<file path="config.mk">
export PLATFORM = sky130hd
export DESIGN_NAME = armleocpu_pagefault_ad_unit
export DESIGN_NICKNAME = d
export VERILOG_FILES = /design/src/rtl/armleocpu_pagefault_ad_unit.sv
export SDC_FILE = /design/constraint.sdc
export NUM_CORES = 1
export LEC_CHECK = 0
export BUFFER_PORTS_ARGS = -buffer_cell sky130_fd_sc_hd__buf_4
export CORE_MARGIN = 2
export CORE_UTILIZATION = 40
export CTS_BUF_LIST = sky130_fd_sc_hd__clkbuf_16
export DETAILED_ROUTE_END_ITERATION = 8
export GPL_TIMING_DRIVEN = 0
export PLACE_DENSITY = 0.79
export SLEW_MARGIN = 25
export SYNTH_ARGS = -nofsm -noshare
export SYNTH_HDL_FRONTEND = slang
export SYNTH_SLANG_ARGS = --single-unit
</file>
<file path="constraint.sdc">
create_clock -name clk -period 2.2 [get_ports clk]
set_clock_uncertainty 0.15 [all_clocks]
set_input_delay 0.11 -clock clk [delete_from_list [all_inputs] [get_ports clk]]
set_output_delay 0.11 -clock clk [all_outputs]
set_load 0.02 [all_outputs]
</file>
<file path="src/rtl/armleocpu_pagefault_ad_unit.sv">
// Registered page-permission checker with an optional hardware A/D writeback.
// Command encoding: 1 = EXECUTE, 2 = LOAD, 3 = STORE; other values skip the R/W/X check.
module armleocpu_pagefault_ad_unit #(
    parameter int unsigned HW_AD_UPDATE = 1,
    parameter int unsigned PTE_ADDR_W   = 34,
    parameter int unsigned CAUSE_W      = 3
) (
    input  logic                  clk,
    input  logic                  rst,
    input  logic                  req_valid,
    output logic                  req_ready,
    input  logic [3:0]            req_cmd,
    input  logic [7:0]            req_accesstag,
    input  logic [PTE_ADDR_W-1:0] req_pte_addr,
    input  logic                  csr_satp_mode,
    input  logic [1:0]            csr_mcurrent_privilege,
    input  logic                  csr_mstatus_mprv,
    input  logic [1:0]            csr_mstatus_mpp,
    input  logic                  csr_mstatus_mxr,
    input  logic                  csr_mstatus_sum,
    output logic                  resp_valid,
    input  logic                  resp_ready,
    output logic                  resp_pagefault,
    output logic [CAUSE_W-1:0]    resp_cause,
    output logic [7:0]            resp_accesstag,
    output logic                  mem_valid,
    input  logic                  mem_ready,
    output logic [PTE_ADDR_W-1:0] mem_addr,
    output logic [7:0]            mem_wdata,
    input  logic                  mem_resp_valid,
    input  logic                  mem_resp_error
);

    localparam logic [3:0] CmdExecute = 4'd1;
    localparam logic [3:0] CmdLoad    = 4'd2;
    localparam logic [3:0] CmdStore   = 4'd3;

    localparam logic [1:0] PrivUser       = 2'd0;
    localparam logic [1:0] PrivSupervisor = 2'd1;
    localparam logic [1:0] PrivMachine    = 2'd3;

    localparam logic [CAUSE_W-1:0] CauseNone     = CAUSE_W'(0);
    localparam logic [CAUSE_W-1:0] CauseInvalid  = CAUSE_W'(1);
    localparam logic [CAUSE_W-1:0] CauseSupUser  = CAUSE_W'(2);
    localparam logic [CAUSE_W-1:0] CauseUserSup  = CAUSE_W'(3);
    localparam logic [CAUSE_W-1:0] CausePerm     = CAUSE_W'(4);
    localparam logic [CAUSE_W-1:0] CauseAClear   = CAUSE_W'(5);
    localparam logic [CAUSE_W-1:0] CauseDClear   = CAUSE_W'(6);
    localparam logic [CAUSE_W-1:0] CauseBusError = CAUSE_W'(7);

    localparam int unsigned TagV = 0;
    localparam int unsigned TagR = 1;
    localparam int unsigned TagW = 2;
    localparam int unsigned TagX = 3;
    localparam int unsigned TagU = 4;
    localparam int unsigned TagA = 6;
    localparam int unsigned TagD = 7;

    typedef enum logic [2:0] {
        StIdle,
        StCheck,
        StMemReq,
        StMemWait,
        StResp
    } state_e;

    state_e state_q, state_d;

    logic [3:0]            cmd_q;
    logic [7:0]            tag_q;
    logic [PTE_ADDR_W-1:0] addr_q;
    logic                  satp_q;
    logic [1:0]            priv_q;
    logic                  mprv_q;
    logic [1:0]            mpp_q;
    logic                  mxr_q;
    logic                  sum_q;

    logic                  pagefault_q, pagefault_d;
    logic [CAUSE_W-1:0]    cause_q, cause_d;
    logic [7:0]            rtag_q, rtag_d;
    logic [7:0]            wdata_q, wdata_d;

    logic [1:0]            eff_priv;
    logic                  is_store;
    logic                  perm_bad;
    logic                  chk_fault;
    logic                  chk_update;
    logic [CAUSE_W-1:0]    chk_cause;
    logic [7:0]            chk_wdata;

    // Fault evaluation on the captured request; first matching rule wins.
    always_comb begin
        eff_priv   = (priv_q == PrivMachine && mprv_q) ? mpp_q : priv_q;
        is_store   = (cmd_q == CmdStore);
        perm_bad   = (is_store && !tag_q[TagW]) ||
                     (cmd_q == CmdLoad && !tag_q[TagR] && !(mxr_q && tag_q[TagX])) ||
                     (cmd_q == CmdExecute && !tag_q[TagX]);
        chk_wdata  = tag_q | 8'h40 | (is_store ? 8'h80 : 8'h00);
        chk_fault  = 1'b0;
        chk_update = 1'b0;
        chk_cause  = CauseNone;
        if (eff_priv == PrivMachine || !satp_q) begin
            chk_fault = 1'b0;
        end else if (!tag_q[TagV] || (!tag_q[TagR] && !tag_q[TagX])) begin
            chk_fault = 1'b1;
            chk_cause = CauseInvalid;
        end else if (eff_priv == PrivSupervisor && tag_q[TagU] && !sum_q) begin
            chk_fault = 1'b1;
            chk_cause = CauseSupUser;
        end else if (eff_priv == PrivUser && !tag_q[TagU]) begin
            chk_fault = 1'b1;
            chk_cause = CauseUserSup;
        end else if (perm_bad) begin
            chk_fault = 1'b1;
            chk_cause = CausePerm;
        end else if (!tag_q[TagA]) begin
            if (HW_AD_UPDATE != 0) begin
                chk_update = 1'b1;
            end else begin
                chk_fault = 1'b1;
                chk_cause = CauseAClear;
            end
        end else if (is_store && !tag_q[TagD]) begin
            if (HW_AD_UPDATE != 0) begin
                chk_update = 1'b1;
            end else begin
                chk_fault = 1'b1;
                chk_cause = CauseDClear;
            end
        end
    end

    always_comb begin
        state_d     = state_q;
        pagefault_d = pagefault_q;
        cause_d     = cause_q;
        rtag_d      = rtag_q;
        wdata_d     = wdata_q;
        unique case (state_q)
            StIdle: begin
                if (req_valid) state_d = StCheck;
            end
            StCheck: begin
                if (chk_fault) begin
                    state_d     = StResp;
                    pagefault_d = 1'b1;
                    cause_d     = chk_cause;
                    rtag_d      = tag_q;
                end else if (chk_update) begin
                    state_d = StMemReq;
                    wdata_d = chk_wdata;
                end else begin
                    state_d     = StResp;
                    pagefault_d = 1'b0;
                    cause_d     = CauseNone;
                    rtag_d      = tag_q;
                end
            end
            StMemReq: begin
                if (mem_ready) state_d = StMemWait;
            end
            StMemWait: begin
                if (mem_resp_valid) begin
                    state_d = StResp;
                    if (mem_resp_error) begin
                        pagefault_d = 1'b1;
                        cause_d     = CauseBusError;
                        rtag_d      = tag_q;
                    end else begin
                        pagefault_d = 1'b0;
                        cause_d     = CauseNone;
                        rtag_d      = wdata_q;
                    end
                end
            end
            StResp: begin
                if (resp_ready) state_d = StIdle;
            end
            default: state_d = StIdle;
        endcase
    end

    always_ff @(posedge clk) begin
        if (rst) begin
            state_q     <= StIdle;
            pagefault_q <= 1'b0;
            cause_q     <= CauseNone;
            rtag_q      <= 8'h00;
            wdata_q     <= 8'h00;
            cmd_q       <= 4'h0;
            tag_q       <= 8'h00;
            addr_q      <= '0;
            satp_q      <= 1'b0;
            priv_q      <= 2'd0;
            mprv_q      <= 1'b0;
            mpp_q       <= 2'd0;
            mxr_q       <= 1'b0;
            sum_q       <= 1'b0;
        end else begin
            state_q     <= state_d;
            pagefault_q <= pagefault_d;
            cause_q     <= cause_d;
            rtag_q      <= rtag_d;
            wdata_q     <= wdata_d;
            if (state_q == StIdle && req_valid) begin
                cmd_q  <= req_cmd;
                tag_q  <= req_accesstag;
                addr_q <= req_pte_addr;
                satp_q <= csr_satp_mode;
                priv_q <= csr_mcurrent_privilege;
                mprv_q <= csr_mstatus_mprv;
                mpp_q  <= csr_mstatus_mpp;
                mxr_q  <= csr_mstatus_mxr;
                sum_q  <= csr_mstatus_sum;
            end
        end
    end

    assign req_ready      = (state_q == StIdle);
    assign resp_valid     = (state_q == StResp);
    assign mem_valid      = (state_q == StMemReq);
    assign resp_pagefault = pagefault_q;
    assign resp_cause     = cause_q;
    assign resp_accesstag = rtag_q;
    assign mem_addr       = addr_q;
    assign mem_wdata      = wdata_q;

endmodule
</file>
* Word-level counts from Yosys, hierarchy flattened *
Index checks and enable logic that the tools add are counted.
W data, S select, Z words.

word-level totals
  register bits = 77
  input port bits = 61
  output and inout bits = 57
  logic and storage cells = 103

cells by class
  equality and inequality tests = 15
  muxes and demuxes = 41
  bitwise gates (word level) = 2
  reductions and logical operators = 31

operators with widths
  operator              count
  $mux W3               15
  $mux W8               5
  $mux W1               16
  $pmux W8 S2           1
  $pmux W3 S5           1
  $logic_and A1 B1 Y1   12
  $logic_not A1 Y1      9
  $eq A4 B2 Y1 const B  2
  $or A8 B8 Y8          1
  $eq A3 B2 Y1 const B  2
  $pmux W3 S2           1
  $reduce_and A3 Y1     2
  $eq A2 B2 Y1 const B  2
  $eq A4 B1 Y1 const B  1
  $logic_or A1 B1 Y1    4
  $ne A2 B1 Y1 const B  2
  $ne A2 B2 Y1 const B  2
  $reduce_and A4 Y1     1
  $eq A3 B1 Y1 const B  1
  $eq A3 B3 Y1 const B  1
  $logic_not A3 Y1      1
  $ne A3 B3 Y1 const B  1
  $eq A2 B1 Y1 const B  1
  $logic_not A2 Y1      1
  other kinds (4)       4

* Depth between registers and ports, before layout *
  word-level depth = 13
  gate-level depth with buffers = 7
  mapped depth without buffers = 5

* Worst setup path after synthesis *
OpenSTA, ideal clock, no wires.

  path kind = reg2reg
  start = register state_q[0]
  end = register cmd_q[0]
  setup time = 0.070 ns
  data arrival time = 1.818 ns
  data required time = 1.980 ns
  slack = 0.162 ns
  stages on the path, launching flop included = 8
  buffers on the path = 3
  period minus slack after synthesis = 2.038 ns
  cell sequence = dfxtp_1 buf_2 nor3_1 and2_1 clkbuf_1 buf_2 nand2_1 a21oi_1

between the ends
  cells in the longest elaborated chain, start to end = 2

ends and longest elaborated chain
  element                 RTL line  text
  start, declared         67        state_e state_q, state_d;
  start signal, assigned  186       state_q <= StIdle;
  start signal, assigned  201       state_q <= state_d;
  $logic_not A3 Y1        --
  net req_ready           11        output logic req_ready,
  $logic_and A1 B1 Y1     206       if (state_q == StIdle && req_valid) begin
  end signal, assigned    207       cmd_q <= req_cmd;
  end, declared           69        logic [3:0] cmd_q;

The timed path passes the listed nets, and every way through them passes these cells.
A chain may end at the register's enable or synchronous reset.

* Worst setup path after layout *
  start = register tag_q[1]
  end = register rtag_q[4] (netlist: resp_accesstag[4])

between the ends
  cells in the longest elaborated chain, start to end = 12
  elaborated cells on any way between the ends = 21
  those cells by class = eq/ne: 1; mux: 12; reduce/logical: 8

ends and longest elaborated chain
  element                                                            RTL line  text
  start, declared                                                    70        logic [7:0] tag_q;
  start signal, assigned                                             208       tag_q <= req_accesstag;
  $logic_not A1 Y1 *                                                 97, 105
  $logic_and A1 B1 Y1 (2 in series)                                  97        (cmd_q == CmdLoad && !tag_q[TagR] && !(mxr_q && tag_q[TagX])) ||
  $logic_or A1 B1 Y1                                                 96        perm_bad = (is_store && !tag_q[TagW]) ||
  $logic_or A1 B1 Y1                                                 97
  $mux W1                                                            114       end else if (perm_bad) begin
  $mux W1                                                            111       end else if (eff_priv == PrivUser && !tag_q[TagU]) begin
  $mux W1                                                            108       end else if (eff_priv == PrivSupervisor && tag_q[TagU] && !sum_q) begin
  $mux W1                                                            105       end else if (!tag_q[TagV] || (!tag_q[TagR] && !tag_q[TagX])) begin
  $mux W1                                                            103       if (eff_priv == PrivMachine || !satp_q) begin
  $ne A3 B3 Y1 (no source line) or $mux W8 (tied branches)           --
  $reduce_and A3 Y1 (no source line) or $pmux W8 S2 (tied branches)  --
  end signal, assigned                                               204       rtag_q <= rtag_d;
  end, declared                                                      81        logic [7:0] rtag_q, rtag_d;

Mark *: on every way between the ends. The rest lies on a longest branch, timed or not.

==> results.ini <==
[synthesis]
synthCells=394
synthTopCellsByArea=dfxtp_1 (48%), nand2_1 (13%), a21oi_1 (11%)
synth_area_leader_cell=dfxtp_1
synth.yosys.seq_area_share_pct=47.9
ys_ff_latch=77
synth_cell_types=43
syn-cell-area_sq_um=3220
syn-num-nets=455
synth_top_area_share_pct=47.9
synth_warnings=0
avgSynthCellArea_sq_um=8.17

[floorplanning]
ios=118
start_util_pct=41.4
core-area_sq_um=7770
die_h_um=93.7
die_x_um=93.7
dieArea_sq_um=8780
row_count=32

[worst_setup_path]
critical_path.cell_chain=or3b_4 -> a2111oi_4 -> buf_4 -> a211oi_4 -> buf_4 -> o211ai_1 -> a21oi_1
crit_fanout=10
arrival_ps=2170
r2r.worst_path.cells=7
crit_top_cell=buf_4
crit_path_end_kind=register
max_stage_delay_ps=420
path_depth=7
start_kind=register
crit_type=reg -> reg
required_ps=2240
cp_top_family=compound AO/OA/AOI/OAI gates
cp_num_buf_inv=2
critPathSlowestCell=or3b_4

[global_routing]
antenna_found_initial=0
grt_usage_pct=22.9
grt_max_degree=13
grt_overflow_total=0
grt_pass1_wl_um=15900
grt_pass1_vias=3403

[pwr]
power_frac_seq_pct=38.7
powerDensity_nw_per_um2=822
peakVddDrop_mv=0.463
total_power_mw=4.22
intPower_mw=2.96
power_switching_mw=1.25
combPwrFrac_pct=25.2
p_leak_nw=2.11
p_clk_share_pct=36.1
sw_frac_of_total_pct=29.7

[sta]
finalSetupViolCount=0
fmax_ghz=0.471
finalMaxSlewViolations=0
period_share_pct=96.5
finalCriticalPeriod_ps=2120
whs_ps=37.8
worst_slew_pin_slew_ps=877
relSlewSlack_pct=40.0
hold_viol_final=0

[clock_tree]
cts.sinks=77
cts-root-buf=clkbuf_16
clock_latency_ps=330
path_clk_slew_ps=60
cts_tree=yes
h-tree-depth=3
cts_buffer_depth=2
cts-buffers-inserted=9

[detailed_routing]
vias_per_cell=5.02
wirelength_um=9920
dr.pass1.iters=4
drt_iter0_drc=140
drc=0
detail-route-antenna-nets=0
vias=3432
wl_per_cell_um=14.5

[placement]
place.gp.congestion=0.809
dpl.hpwl_um=6590
io_buffers=116
placed_area_sq_um=4220

[final_layout]
fin_nets=637
n_antenna_cell=0
area_delta_synth_final_pct=59.4
postLayoutCellArea_sq_um=5130
drive_above_1_share_pct=27.7

[hold_path]
min_path_type=in -> reg
hold_depth=5

[job]
maxCapViolations=0

[status]
outcome=finished, final reports clean

==> tightest hold or removal path, delay by kind of cell <==
kind | cells | cell delay [ps]
AND/OR/NAND/NOR | 1 | 80
AO/OA/AOI/OAI | 2 | 130
buffers and inverters | 2 | 150
==> what timing repair did <==
| action | in CTS | in global routing |
|---|---|---|
| hold endpoints to repair | 56 | 0 |
| buffers inserted | 0 | 1 |
| endpoints found under the setup margin | 0 | 67 |
| hold buffers | 55 | 0 |
| resized for setup | 0 | 15 |
==> layout by cell type, fill, tap and decap left out, types with 2 or more instances in the layout <==
cell type      synthesis  layout
a221oi_2               1       3
o31ai_1                5       5
and2_1                 2       2
nand2_1              114     114
o21ai_1                4       4
nand2b_1               6       5
buf_4                  0     118
mux2_2                 5       5
inv_1                 10      13
dlygate4sd3_1          0      55
nand4_1                6       6
a21oi_1               73      73
o211ai_1              17      17
mux2_1                 3       3
o21a_1                 3       3
nor2b_1                3       3
dfxtp_1               77      76
nor3_1                 3       3
clkbuf_1              17      15
nor2_1                 4       4
o21ai_0                4       3
clkbuf_16              0       9
buf_2                 10       9
bufinv_16              0       2
a2111oi_0              2       2
==> cell usage after synthesis (all sizes together) <==
library cell	n
buf	11
nor2	4
nor4bb	1
nand2	114
nand4	6
a31oi	2
nand2b	6
a211o	2
o21ai	9
nand3	1
a221oi	4
nor2b	3
a211oi	2
dfxtp	77
o2111ai	1
and3b	1
nor3	4
a21oi	73
clkbuf	17
o211ai	17
or3b	1
o21a	3
a311oi	1
a21boi	1
nand3b	1
o31ai	5
and2	2
nor3b	1
nand4bb	1
mux2	8
inv	11
a32oi	1
a2111oi	3
==> area by class of cell <==
cell class	count	area, sq um
clock inverters	7	83.8
multi-input cells	278	1560
flip-flops and latches	77	1540
repair buffers	172	1430
plain buffers	27	125
clock buffers	9	225
inverters	11	41.3
well taps	102	128
fillers	639	2640
==> stage by stage <==
stage               TNS [ps]  util (%)  cells  worst slack (ps)
finish                     0      66.1    683              76.5
global route           -26.1      66.1    683             -11.2
CTS                        0      65.4    683              10.8
detailed placement         0      54.3    612              35.3
global placement           0      54.3    612               102
floorplan                  0         -    394               162
==> power by group through the flow <==
| stage | clock [mW] | combinational, mW | sequential (mW) |
|---|---|---|---|
| detailed placement | 0 | 0.943 | 1.65 |
| CTS | 1.55 | 1.03 | 1.63 |
| global placement | 0 | 0.923 | 1.65 |
| global route | 1.61 | 1.16 | 1.65 |
| finish | 1.52 | 1.06 | 1.63 |
| floorplan | 0 | 0.479 | 1.74 |
==> routing by layer <==
metal	global-route usage [%]	routed length [um]	vias up
li1	-	-	1731
met1	26.4	4010	1563
met2	41.5	5120	123
met3	5.22	601	15
met4	8.09	191	0
met5	0	0	-
==> logic make-up after synthesis <==
kind of cell    share of synthesized area (%)
flops                                    47.9
simple gates                             19.7
mux                                      2.80
compound gates                           24.5
buf+inv                                  5.17
==> registers in the layout (all words and copies together), names as in the netlist, 3 cells and up <==
signal,flops
state_q,3
cmd_q,4
resp_cause,3
mem_addr,34
resp_accesstag,8
tag_q,8
mem_wdata,8
==> final timing paths <==
| kind | start | to | slack (ps) |
|---|---|---|---|
| max | tag_q[1] | resp_accesstag[4] | 80 |
| min | mem_ready | state_q[0] | 40 |
| max reg2reg | tag_q[1] | resp_accesstag[4] | 80 |
| min reg2reg | sum_q | sum_q | 300 |
No activity file was read; power rests on OpenSTA's default activity.
